### src/rtl/fetch_pkg.sv
// rtl/fetch_pkg.sv - shared encodings for the fetch sequencer
package fetch_pkg;
   localparam int ADDR_W_DEF = 16;

   typedef enum logic [1:0] {
      ST_BOOT  = 2'd0,
      ST_RUN   = 2'd1,
      ST_FLUSH = 2'd2
   } fetch_state_e;

   typedef enum logic [2:0] {
      SRC_NONE = 3'd0,
      SRC_RET  = 3'd1,
      SRC_CALL = 3'd2,
      SRC_JUMP = 3'd3,
      SRC_BR   = 3'd4
   } redir_src_e;
endpackage

### src/rtl/return_stack.sv
// rtl/return_stack.sv - circular return-address stack; a push when full drops the oldest entry
module return_stack #(
   parameter int W     = 16,
   parameter int DEPTH = 4
) (
   input  logic         clk,
   input  logic         rst_n,
   input  logic         push,
   input  logic         pop,
   input  logic [W-1:0] din,
   output logic [W-1:0] top,
   output logic         empty,
   output logic         full
);
   localparam int PW = $clog2(DEPTH);
   localparam logic [PW:0] FULL_CNT = DEPTH[PW:0];

   logic [W-1:0]  mem [DEPTH];
   logic [PW-1:0] ptr;
   logic [PW:0]   count;

   assign top   = mem[ptr];
   assign empty = (count == '0);
   assign full  = (count == FULL_CNT);

   // ptr always names the newest entry, so wrapping it overwrites the oldest.
   always_ff @(posedge clk or negedge rst_n) begin
      if (!rst_n) begin
         ptr   <= '0;
         count <= '0;
         for (int i = 0; i < DEPTH; i++) mem[i] <= '0;
      end else if (push) begin
         ptr           <= ptr + 1'b1;
         mem[ptr + 1'b1] <= din;
         if (!full) count <= count + 1'b1;
      end else if (pop && !empty) begin
         ptr   <= ptr - 1'b1;
         count <= count - 1'b1;
      end
   end
endmodule

### src/rtl/fetch_sequencer.sv
// rtl/fetch_sequencer.sv - PC owner and instruction-memory sequencer with redirect priority and RAS
module fetch_sequencer
   import fetch_pkg::*;
#(
   parameter int                ADDR_W    = ADDR_W_DEF,
   parameter int                RAS_DEPTH = 4,
   parameter logic [ADDR_W-1:0] RESET_PC  = '0
) (
   input  logic              clk,
   input  logic              rst_n,
   input  logic              stall_i,
   input  logic              br_taken_i,
   input  logic [ADDR_W-1:0] br_target_i,
   input  logic              jump_i,
   input  logic              call_i,
   input  logic [ADDR_W-1:0] jmp_target_i,
   input  logic              ret_i,
   input  logic [ADDR_W-1:0] ret_target_i,
   output logic [ADDR_W-1:0] pc_o,
   output logic              imem_stall_o,
   output logic              if_valid_o,
   output logic              kill_o,
   output logic [ADDR_W-1:0] link_pc_o,
   output logic              ras_empty_o,
   output logic              ras_full_o
);
   fetch_state_e      state_q, state_d;
   redir_src_e        src;
   logic [ADDR_W-1:0] pc_q, pc_d, pc_inc, target, ras_top, link_q;
   logic              ras_push, ras_pop;

   assign pc_inc       = pc_q + {{(ADDR_W-1){1'b0}}, 1'b1};
   assign pc_o         = pc_q;
   assign link_pc_o    = link_q;
   assign imem_stall_o = stall_i;
   assign if_valid_o   = (state_q == ST_RUN);
   assign kill_o       = (state_q == ST_FLUSH);

   return_stack #(.W(ADDR_W), .DEPTH(RAS_DEPTH)) u_ras (
      .clk   (clk),
      .rst_n (rst_n),
      .push  (ras_push),
      .pop   (ras_pop),
      .din   (pc_inc),
      .top   (ras_top),
      .empty (ras_empty_o),
      .full  (ras_full_o)
   );

   // Redirects only count in an unstalled RUN cycle; FLUSH requests come from the killed slot.
   always_comb begin
      src      = SRC_NONE;
      target   = pc_inc;
      ras_push = 1'b0;
      ras_pop  = 1'b0;
      if (state_q == ST_RUN && !stall_i) begin
         if (ret_i) begin
            src     = SRC_RET;
            target  = ras_empty_o ? ret_target_i : ras_top;
            ras_pop = !ras_empty_o;
         end else if (call_i) begin
            src      = SRC_CALL;
            target   = jmp_target_i;
            ras_push = 1'b1;
         end else if (jump_i) begin
            src    = SRC_JUMP;
            target = jmp_target_i;
         end else if (br_taken_i) begin
            src    = SRC_BR;
            target = br_target_i;
         end
      end
   end

   always_comb begin
      state_d = state_q;
      pc_d    = pc_q;
      if (!stall_i) begin
         case (state_q)
            ST_BOOT: begin
               pc_d    = pc_inc;
               state_d = ST_RUN;
            end
            ST_RUN: begin
               pc_d    = target;
               state_d = (src == SRC_NONE) ? ST_RUN : ST_FLUSH;
            end
            ST_FLUSH: begin
               pc_d    = pc_inc;
               state_d = ST_RUN;
            end
            default: begin
               pc_d    = RESET_PC;
               state_d = ST_BOOT;
            end
         endcase
      end
   end

   always_ff @(posedge clk or negedge rst_n) begin
      if (!rst_n) begin
         state_q <= ST_BOOT;
         pc_q    <= RESET_PC;
         link_q  <= '0;
      end else begin
         state_q <= state_d;
         pc_q    <= pc_d;
         if (ras_push) link_q <= pc_inc;
      end
   end
endmodule

### config.mk
export PLATFORM = sky130hd
export DESIGN_NAME = fetch_sequencer
export DESIGN_NICKNAME = d
export VERILOG_FILES = /design/src/rtl/fetch_pkg.sv /design/src/rtl/return_stack.sv /design/src/rtl/fetch_sequencer.sv
export SDC_FILE = /design/constraint.sdc
export NUM_CORES = 1
export LEC_CHECK = 0
export CAP_MARGIN = 10
export CORE_MARGIN = 2
export CORE_UTILIZATION = 58
export DETAILED_ROUTE_END_ITERATION = 12
export PLACE_DENSITY_LB_ADDON = 0.05
export SLEW_MARGIN = 0
export SYNTH_ARGS = -nofsm -noshare
export SYNTH_HDL_FRONTEND = slang
export SYNTH_SLANG_ARGS = --single-unit
### constraint.sdc
create_clock -name clk -period 7.2 [get_ports clk]
set_clock_uncertainty 0.15 [all_clocks]
set_input_delay 1.44 -clock clk [delete_from_list [all_inputs] [get_ports clk]]
set_output_delay 1.44 -clock clk [all_outputs]
set_load 0.005 [all_outputs]
== Yosys cells after proc, flatten, opt, wreduce, memory -nomap -nowiden ==
Index checks and enable logic that the tools add are counted.

* Add/sub/neg operators: 5
* Order comparisons: 3
* Equal/unequal tests: 4
* Muxes and demuxes: 30
* Bitwise logic cells: 2
* Reductions and logical operators: 11

{| class="wikitable"
|+ Operators by type and width
! cell !! number
|-
| 2-to-1 mux 16 bit || 9
|-
| bitwise mux 64 bit || 1
|-
| binary-select mux 16 bit (select 2 bit) || 1
|-
| demux 16 bit (select 2 bit) || 1
|-
| case mux 16 bit (2 select lines) || 1
|-
| 2-to-1 mux 3 bit || 8
|-
| adder 16 x 1 -> 16 bit (second input constant) || 1
|-
| greater-or-equal comparator 3 bit (second input constant) || 2
|-
| zero test 3 bit || 2
|-
| 2-to-1 mux 2 bit || 3
|-
| NOT 2 -> 3 bit || 2
|-
| 2-to-1 mux 1 bit || 5
|-
| case mux 2 bit (2 select lines) || 1
|-
| adder 3 x 1 -> 3 bit (second input constant) || 1
|-
| equality test 3 bit (second input constant) || 1
|-
| logical AND 1 bit || 3
|-
| < comparator 3 x 1 -> 1 bit (second input constant) || 1
|-
| subtractor 3 x 1 -> 3 bit (second input constant) || 1
|-
| adder 2 x 1 -> 2 bit (second input constant) || 1
|-
| equality test 2 x 1 -> 1 bit (second input constant) || 1
|-
| equality test 2 bit (second input constant) || 1
|-
| zero test 1 bit || 2
|-
| zero test 2 bit || 1
|-
| != test 2 bit (second input constant) || 1
|-
| 4 further kinds || 4
|}

* Flip-flop bits (word level): 103
* Bits of input ports: 55
* Output and inout bits: 37
* Word-level logic and storage cells: 64

== Depth between registers and ports, before layout ==
* Depth after elaboration: 8
* Mapped depth: 9

== By module ==
Synthesis repeated with hierarchy kept, for this count alone.

* Cell total of the unflattened synthesis: 508
* Area, all modules: 5826.8 um2

{| class="wikitable"
|+ Modules (own cells, without submodules)
! module !! instances !! cells an instance !! area each (um2) !! sequential area each (um2)
|-
| return_stack || 1 || 194 || 3270.6 || 1726.7
|-
| fetch_sequencer || 1 || 314 || 2556.2 || 850.8
|}

== Least setup slack after synthesis ==
Ideal clock, no wire load.

* Path type: input to register
* Start point: in stall_i
* End point: reg u_ras.count[1]
* Library setup time: 0.125 ns
* Arrival time: 3.123 ns
* Required time: 6.925 ns
* Slack: 3.802 ns
* Cell stages on the path: 7
* Buffers on the path: 2
* Cell sequence: nor3b_2 > and2_0 > clkbuf_1 > inv_1 > buf_2 > fa_1 > mux2_2

* Longest elaborated chain between the ends: 6
* Elaborated cells on any way between the ends: 9
* Those cells by class: 1 x eq/ne; 3 x mux; 5 x reduce/logical

{| class="wikitable"
|+ Ends and longest elaborated chain
! item !! line !! RTL
|-
| from (decl) || fetch_sequencer.sv:11 || <nowiki>input logic stall_i,</nowiki>
|-
| zero test 1 bit * || n/a ||
|-
| logical AND 1 bit * || fetch_sequencer.sv:56 || <nowiki>if (state_q == ST_RUN && !stall_i) begin</nowiki>
|-
| 2-to-1 mux 1 bit || fetch_sequencer.sv:56 ||
|-
| logical AND 1 bit || return_stack.sv:36 || <nowiki>end else if (pop && !empty) begin</nowiki>
|-
| nonzero test 2 bit (no line) || n/a ||
|-
| AND reduction 2 bit (no line) || n/a ||
|-
| to (signal assigned) || return_stack.sv:35 || <nowiki>if (!full) count <= count + 1'b1;</nowiki>
|-
| to (signal assigned) || return_stack.sv:38 || <nowiki>count <= count - 1'b1;</nowiki>
|-
| to (decl) || return_stack.sv:20 || <nowiki>logic [PW:0] count;</nowiki>
|}

Every way passes the cells marked *; elsewhere a longest branch is shown, timed or not.
A chain may end at the register's enable or synchronous reset.

== Worst setup path after layout ==
* Start point: in stall_i
* End point: out imem_stall_o

{| class="wikitable"
|+ RTL lines
! item !! line !! RTL
|-
| to (decl) || fetch_sequencer.sv:20 || <nowiki>output logic imem_stall_o,</nowiki>
|}

No word-level cell between the ends.

==> impl_results.md <==
* R2R setup slack at 3.85 ns
* Placed cells at 736
* Leak pwr at 2.73 nW
* Worst-path clk slew at 0.10 ns
* Final Util at 71.0%
* Worst Max-Slew Pin Slew at 1.08 ns
* Die footprint at 10100 um2
* Startpoint types: input pin
* Post-synthesis sequential area ratio at 47.7%
* FFs w/ async S/R, synth at 100%
* Diode count at 0
* Family with the most delay on the worst path: buffers and inverters
* Share of post-route cells with drive strength above 1 at 9.05%
* Yosys warns at 0
* Place WS at 2.57 ns
* Critical path type: in2out
* Pwr dens at 360 nW/um2
* Cell Chain, Critical Path: clkdlybuf4s50_1 -> buf_4 -> clkdlybuf4s50_1
* Via count at 4663
* I/O pins at 92
* Max clock buf depth at 2
* EDFF count, synth at 0
* Core box area at 9150 um2
* Hold crit path type: reg2reg
* Worst Hold Path EP: u_ras.mem[40]
* Crit share post-route at 60.5%
* Rows at 35
* Final HPWL DP at 10.4 mm
* Initial Util at 59.1%
* Total routing usage reported by global routing at 30.2%
* Synth top area share at 47.7%
* Final setup fails at 0
* Placed Area at 6310 um2
* WP data required at 5.61 ns
* Max Cap Viol at 0
* Largest stage delay, worst path at 0.57 ns
* Antenna violations before repair at 0
* Die height at 101 um
* Synth area leaders: dfrtp_1, nand2_1, o21ai_0, mux4_2, a21oi_1
* # DRC at 0
* WHS Path Cells at 2
* CP bufs+invs at 3
* Worst r2r src: state_q[0]
* RSZ-0062 raised after global routing: false
* Sequential cell area at 2580 um2
* Worst reg2reg endpoint: u_ras.count[1]
* Vias per cell at 6.20
* Layout net count at 697
* Crit. End Element: output port
* Total Wirelength at 14.7 mm
* Setup ws final at 2.84 ns
* Synthesized net count at 634
* Filler cells at 707
* Area leader, netlist: dfrtp_1
* Max Transition Viols Final at 0
* CP max stage cell: clkdlybuf4s50_1
* Buffers on Ports at 91
* Clk sinks at 103
* Synth top cells by count: nand2_1, dfrtp_1, o21ai_0
* CTS buffer count at 9
* Maximum VDD drop at 0.000238 V
* Setup TNS at 0 ns
* Highest Clock Rate at 230 MHz
* Largest net degree at the start of global routing at 89
* Final hold vios at 0
* Area occupied by multi-input gates at 2590 um2
* Most used DFF post-synth: dfrtp_1
* Run status: completed
* Final Cell Area at 6500 um2
* CP arrival at 2.77 ns
* Wire per inst at 19.5 um
* Synth Area per Inst at 9.43 um2
* Slew HR at 27.8%
* Most used cell, CP: clkdlybuf4s50_1
* Non-Filler Instances at 752
* Crit-path max FO at 33
* Reg2Reg Depth at 5
* Area of the mapped netlist at 5410 um2
* Most numerous cell in the Yosys netlist: nand2_1
* 1st-pass router iterations at 5
* Yosys reg bits at 103
* Antenna Nets Post-Route at 0
* Post-synth cell types at 54
* First-pass GRT wire length at 23.3 mm
* P&R area growth vs syn at 20.3%
* Hold path start: u_ras.mem[40]
* Post-CTS setup buffer count at 0
* H-Tree Depth at 3
* Initial drt markers at 441
* Cts repair resizes at 0
* Grt ovf at 0
* Worst-Skew Late Latency at 0.37 ns
* Tmin final at 4.36 ns
* Post-CTS Hold Buffers at 0
* Syn Inst Count at 573
* TritonCTS clock tree: done
* Vias in the first global route at 4502
* CTS Root Cell: clkbuf_8
* Die Span X at 101 um
* Gpl congestion at 0.946
## registers in the layout, indices dropped and copies added (netlist names)
register	flops
pc_o	16
u_ras.ptr	2
state_q	2
u_ras.count	3
u_ras.mem	64
link_pc_o	16
## kinds of logic (layout without fill, tap and decap cells)
kind of cell | count (synthesis) | in the layout | synth area share (%)
AOI/OAI and AO/OA | 174 | 174 | 19.3
xor gates and xnor gates | 16 | 16 | 2.59
adders and majority gates | 6 | 6 | 1.53
buffers and inverters | 57 | 125 | 4.31
DFF | 103 | 103 | 47.7
muxes | 23 | 23 | 8.08
and+or+nand+nor | 194 | 194 | 16.5
## per-layer routing
layer	part of all wire [%]	up-vias	global-route usage (%)
met2	48	236	47.5
met5	0	-	0
li1	-	2147	-
met3	8.9	28	5.48
met1	41	2252	43.6
met4	1.8	0	8.64
## cells in the final DEF, fill, tap and decap left out, types with 4 or more instances in the layout
cell and count:
nand2_1 124, dfrtp_1 103, o21ai_0 91, clkdlybuf4s50_1 90, a21oi_1 28, nor2_1 25, mux4_2 16, nand3_1 13
inv_1 12, xnor2_1 12, clkbuf_8 10, a31oi_1 9, o2111ai_1 6, buf_4 6, mux2_2 5, nand3b_1 5
a221o_1 5, a211oi_1 5, ha_1 5, xor2_1 4
## final cells by class
type	count	area share, %
clock buffer	10	2.12
multi-input combinational	413	39.9
timing repair buffer	96	14.5
clock inverter	6	0.904
sequential	103	39.6
tap	111	2.14
inverter	13	0.750
## tightest hold or removal path, stage by stage, from the launching register on
cell and delay [ns]:
dfrtp_1 0.35, nand2_1 0.05, o21ai_0 0.06
## where the power goes
part,switching (mW),internal [mW]
Clock,0.224,0.145
Combinational,0.460,0.476
Sequential,0.221,0.812
## per-stage QoR
stage,hold slack (ns),power (mW)
3_3_place_gp,0.307,1.93
5_1_grt,0.369,2.49
6_report,0.339,2.34
4_1_cts,0.341,2.33
2_1_floorplan,0.295,1.54
3_5_place_dp,0.315,1.97
## worst max-delay path by stage
stage / to / slack (ns) / depth (start not counted) / startpoint
after CTS: imem_stall_o / 2.85 / 3 / stall_i
after global routing: u_ras.count[1] / 2.71 / 7 / stall_i
after floorplan: u_ras.count[1] / 3.80 / 7 / stall_i
final: imem_stall_o / 2.84 / 3 / stall_i
after detailed placement: u_ras.count[1] / 2.57 / 7 / stall_i
after global placement: u_ras.count[1] / 2.72 / 7 / stall_i
Note: power is estimated with default switching activity, not from simulation.
